==> src/rtl/ifu_axi_rd_bridge_pkg.sv <==
// Shared definitions for the instruction-fetch AXI4-Lite read bridge.
//   state_t        : bridge FSM states
//   AXI_RESP_OKAY  : AXI response code for a successful read
//   FAULT_INST     : instruction returned on a faulted fetch (addi x0,x0,0)
//   resp_is_err()  : true for any AXI response other than OKAY
package ifu_axi_rd_bridge_pkg;

    typedef enum logic [2:0] {
        IDLE,   // waiting for a fetch request
        AR,     // read address presented, waiting for arready
        R,      // address accepted, waiting for read data
        DROP,   // waiting for read data that will be thrown away
        HOLD    // word presented to fetch, waiting for ready/flush
    } state_t;

    localparam logic [1:0]  AXI_RESP_OKAY = 2'b00;
    localparam logic [31:0] FAULT_INST    = 32'h0000_0013;

    function automatic logic resp_is_err(input logic [1:0] resp);
        return resp != AXI_RESP_OKAY;
    endfunction

endpackage

==> src/rtl/ifu_axi_rd_bridge.sv <==
// Instruction-side bridge between the fetch stage and an AXI4-Lite read port.
// A level request plus pc becomes a single AR/R transaction; the returned word
// is held on rvalid/rdata/rfault until fetch takes it (ready) or redirects
// (flush). At most one read is outstanding. A flush during the address or
// data phase turns the transaction into a drop: the bus handshake is still
// completed but the data never reaches fetch.
//
// Ports:
//   clk, rst            clock, synchronous active-high reset
//   req, pc             fetch request and address (pc sampled in IDLE only)
//   flush               pipeline redirect, kills any fetch in progress
//   ready               fetch side accepts the current word
//   rvalid/rdata/rfault registered word to fetch; rfault marks misaligned pc
//                       or non-OKAY response (rdata is then FAULT_INST)
//   m_ar*               AXI read address channel (master side)
//   m_r*                AXI read data channel (master side)
module ifu_axi_rd_bridge #(
    parameter int                 ADDR_W     = 32,
    parameter int                 DATA_W     = 32,
    parameter logic [DATA_W-1:0]  FAULT_INST = ifu_axi_rd_bridge_pkg::FAULT_INST
) (
    input  logic              clk,
    input  logic              rst,
    input  logic              req,
    input  logic [ADDR_W-1:0] pc,
    input  logic              flush,
    input  logic              ready,
    output logic              rvalid,
    output logic [DATA_W-1:0] rdata,
    output logic              rfault,
    output logic [ADDR_W-1:0] m_araddr,
    output logic              m_arvalid,
    input  logic              m_arready,
    input  logic [DATA_W-1:0] m_rdata,
    input  logic [1:0]        m_rresp,
    input  logic              m_rvalid,
    output logic              m_rready
);
    import ifu_axi_rd_bridge_pkg::*;

    state_t state;
    // Sticky: a flush was seen while the address was outstanding, so the
    // response must be dropped once the address is accepted.
    logic   kill;

    always_ff @(posedge clk) begin
        if (rst) begin
            state     <= IDLE;
            kill      <= 1'b0;
            rvalid    <= 1'b0;
            rdata     <= '0;
            rfault    <= 1'b0;
            m_araddr  <= '0;
            m_arvalid <= 1'b0;
            m_rready  <= 1'b0;
        end else begin
            case (state)
                IDLE: begin
                    if (req && !flush) begin
                        if (pc[1:0] == 2'b00) begin
                            m_araddr  <= pc;
                            m_arvalid <= 1'b1;
                            kill      <= 1'b0;
                            state     <= AR;
                        end else begin
                            // Misaligned: fault locally, never touch the bus.
                            rdata  <= FAULT_INST;
                            rfault <= 1'b1;
                            rvalid <= 1'b1;
                            state  <= HOLD;
                        end
                    end
                end

                AR: begin
                    // arvalid/araddr must not change until the handshake.
                    if (flush)
                        kill <= 1'b1;
                    if (m_arready) begin
                        m_arvalid <= 1'b0;
                        m_rready  <= 1'b1;
                        state     <= (kill || flush) ? DROP : R;
                    end
                end

                R: begin
                    if (m_rvalid) begin
                        m_rready <= 1'b0;
                        if (flush) begin
                            state <= IDLE;
                        end else begin
                            rvalid <= 1'b1;
                            rfault <= resp_is_err(m_rresp);
                            rdata  <= resp_is_err(m_rresp) ? FAULT_INST : m_rdata;
                            state  <= HOLD;
                        end
                    end else if (flush) begin
                        // Data still owed by the slave; keep rready up and
                        // swallow it.
                        state <= DROP;
                    end
                end

                DROP: begin
                    if (m_rvalid) begin
                        m_rready <= 1'b0;
                        kill     <= 1'b0;
                        state    <= IDLE;
                    end
                end

                HOLD: begin
                    if (ready || flush) begin
                        rvalid <= 1'b0;
                        state  <= IDLE;
                    end
                end

                default: state <= IDLE;
            endcase
        end
    end

endmodule
==> config.mk <==
export PLATFORM = sky130hd
export DESIGN_NAME = ifu_axi_rd_bridge
export DESIGN_NICKNAME = d
export VERILOG_FILES = /design/src/rtl/ifu_axi_rd_bridge_pkg.sv /design/src/rtl/ifu_axi_rd_bridge.sv
export SDC_FILE = /design/constraint.sdc
export NUM_CORES = 1
export LEC_CHECK = 0
export ABC_AREA = 0
export BUFFER_PORTS_ARGS = -buffer_cell sky130_fd_sc_hd__buf_2
export CAP_MARGIN = 20
export CORE_MARGIN = 4
export CORE_UTILIZATION = 44
export DETAILED_ROUTE_END_ITERATION = 8
export MAX_ROUTING_LAYER = met4
export PLACE_DENSITY_LB_ADDON = 0.25
export SLEW_MARGIN = 20
export SYNTH_ARGS = -nofsm -noshare
export SYNTH_HDL_FRONTEND = slang
export SYNTH_SLANG_ARGS = --single-unit
==> constraint.sdc <==
create_clock -name clk -period 1.9 [get_ports clk]
set_input_delay 0.285 -clock clk [delete_from_list [all_inputs] [get_ports clk]]
set_output_delay 0.285 -clock clk [all_outputs]
set_load 0.02 [all_outputs]
==> flow_metrics.py <==
metrics = {
    "run_status": {
        "status": "finished clean",
    },
    "global_routing": {
        "grt_pass1_wl_um": 11000,
        "grt_max_degree": 33,
        "grt_pass1_vias": 2352,
        "antenna_found_initial": 0,
        "grtUsageTotal": 0.195,
        "overflow": 0,
    },
    "layout": {
        "n_antenna_cell": 0,
        "final_cell_mix": "140 x buf_2, 72 x dfxtp_1, 63 x nand2_1",
        "area_growth_pct": 40.4,
        "regArea_um2": 1440,
        "multiInputGateArea_um2": 1030,
        "finalNonFillerCells": 493,
        "final_layout_size_suffix_gt1_frac": 0.423,
        "nFillCells": 497,
        "final_common_cell": "buf_2",
        "nets": 489,
    },
    "drt": {
        "ant_nets": 0,
        "drt_iter0_markers": 107,
        "viasPerCell": 4.97,
        "drt-wirelength-per-cell_um": 13.7,
        "wirelength_um": 6750,
        "drc": 0,
        "drt_first_pass_iters": 6,
        "vias": 2449,
    },
    "sta": {
        "slew_headroom": 0.677,
        "worst_pin_slew_ns": 0.484,
        "fmax_mhz": 595,
        "hold_violations": 0,
        "final.setup.tns_ns": 0,
        "min_period_ns": 1.68,
        "period_share": 0.885,
        "rsz0062_at_grt": "false",
        "fin_worst_skew_ns": 0.0135,
        "setup_viol": 0,
        "drv_slew": 0,
    },
    "worst_setup_path": {
        "r2r-end": "rdata[21]$_SDFFE_PP0P_",
        "cp-start-kind": "flip-flop",
        "crit_start": "state[1]$_SDFFE_PP0P_",
        "r2r-start": "state[1]$_SDFFE_PP0P_",
        "cp.arrival_ns": 1.96,
        "critPathKind": "reg2reg",
        "required_ns": 2.18,
        "reg2reg_slack_ns": 0.22,
        "endpoint_kind": "flip-flop",
        "rr_worst_depth": 5,
        "cp_max_fo": 29,
    },
    "pwr": {
        "p_leak_nw": 1.72,
        "power_mw": 3.34,
        "vdd_ir_drop_max_v": 0.000543,
        "cellPowerDensity_nw_per_um2": 921,
    },
    "floorplan": {
        "die_h_um": 84.6,
        "die_width_um": 84.6,
        "io_pins": 141,
        "num_rows": 27,
        "core_um2": 5610,
        "die_area_um2": 7160,
        "initial_core_util": 0.461,
    },
    "logic_synthesis": {
        "ys_seq_area_frac": 0.558,
        "yosysWarnings": 0,
        "synthTopCellsByArea": "dfxtp_1 56%, a22o_1 9.8%, nand2_1 9.2%, a21oi_1 7.6%, buf_2 1.4%",
        "yosys.area_share.adder": 0,
        "synth_flop_cell": "dfxtp_1",
        "synth_compound_area_frac": 0.226,
        "synth_edf_count": 0,
        "synth_top_cell_area_share": 0.558,
        "synth_nets": 346,
        "synth_xor_xnor_area_share": 0,
        "synth_simple_gate_area_frac": 0.168,
        "avgSynthCellArea_um2": 9.46,
        "synth_top_family_by_area": "compound AO/OA/AOI/OAI gates",
        "syn_area_um2": 2580,
        "netlist-cell-type-count": 37,
        "synth_cells": 273,
        "synthMuxAreaShare": 0.00436,
        "yosysTopAreaCell": "dfxtp_1",
        "synth_seq_cells": 72,
        "async_flop_share": 0,
    },
    "run": {
        "max_cap_violations": 0,
    },
    "placed_design": {
        "placed_cells": 477,
        "io_buffers": 140,
        "hpwl_um": 4940,
        "gp_congestion": 0.872,
    },
    "clocking": {
        "h-tree-depth": 3,
        "cts_sinks": 72,
        "cts_hold_buf": 0,
        "cts-root-buf": "clkbuf_8",
        "post_cts_resize_count": 0,
        "cts_inserted_buffers": 9,
        "cts_tree": "yes",
        "clk_latency_ns": 0.34,
        "clk_pin_slew_ns": 0.09,
        "cts_setup_buffers": 0,
        "clockBufferDepth": 2,
    },
    "worst_hold_path": {
        "hold_depth": 2,
        "whs_endpoint": "rdata[17]$_SDFFE_PP0P_",
        "hp-start": "m_rdata[17]",
        "hold_path_class": "in2reg",
    },
}
worst max-delay path, cell delays in order (launching register included):
cell     delay, ns
dfxtp_1       0.46
inv_1         0.15
o22ai_2       0.33
nor4b_4       0.31
buf_12        0.22
a22o_1        0.14
sequential cells by signal, summed over array words and instances (netlist names):
register / flops
rvalid: 1
rdata: 32
rfault: 1
state: 3
kill: 1
m_rready: 1
m_araddr: 32
m_arvalid: 1
metrics by stage:
stage / hold slack (ns) / cell area [µm²] / worst slack [ns] / util
after global placement: 0.438 / 3380 / 0.297 / 0.602
after floorplan: 0.410 / 2580 / 0.398 / -
after global routing: 0.133 / 3630 / 0.0939 / 0.647
after CTS: 0.133 / 3630 / 0.215 / 0.647
final: 0.144 / 3630 / 0.219 / 0.647
after detailed placement: 0.444 / 3380 / 0.239 / 0.602
power by group:
part           switching [mW]  internal [mW]
sequential             0.0159           1.54
clock                   0.610          0.889
combinational           0.163          0.127
synth_stat cells, drive strengths merged, types with 2 or more instances:
library cell / instances
a22o: 29
a31oi: 2
buf: 11
a211oi: 3
nor4b: 2
o21ai: 5
nor3: 4
a21oi: 39
dfxtp: 72
clkbuf: 9
and2: 2
a22oi: 2
nor4: 2
nand2: 64
nor2: 9
inv: 3
and3: 2
routing by layer:
| metal | GRT usage | routed length [µm] |
|---|---|---|
| met4 | 0.0691 | 72 |
| met3 | 0.0510 | 566 |
| met2 | 0.306 | 3120 |
| met5 | - | 0 |
| met1 | 0.242 | 2990 |
kinds of logic (layout without fill, tap and decap cells):
logic type / after synthesis / count (layout)
multiplexers: 1 / 1
AND/OR/NAND/NOR: 91 / 91
AO/OA/AOI/OAI: 86 / 86
flip-flops: 72 / 72
buffers and inverters: 23 / 171
final cells by class:
class | instances | share of cell area
Clock buffer | 9 | 0.0342
Clock inverter | 7 | 0.0345
Inverter | 3 | 0.00311
Multi-Input combinational cell | 178 | 0.284
Sequential cell | 72 | 0.398
Tap cell | 72 | 0.0248
Timing Repair Buffer | 152 | 0.222
how the worst max path moves through the flow:
stage / slack [ns] / cells past startpoint / endpoint
after global placement: 0.30 / 5 / rdata[3]$_SDFFE_PP0P_
after CTS: 0.21 / 5 / rdata[16]$_SDFFE_PP0P_
final: 0.22 / 5 / rdata[21]$_SDFFE_PP0P_
after floorplan: 0.40 / 6 / rdata[10]$_SDFFE_PP0P_
after global routing: 0.09 / 5 / rdata[21]$_SDFFE_PP0P_
after detailed placement: 0.24 / 5 / rdata[19]$_SDFFE_PP0P_
Power figures use the tool's default switching activity.
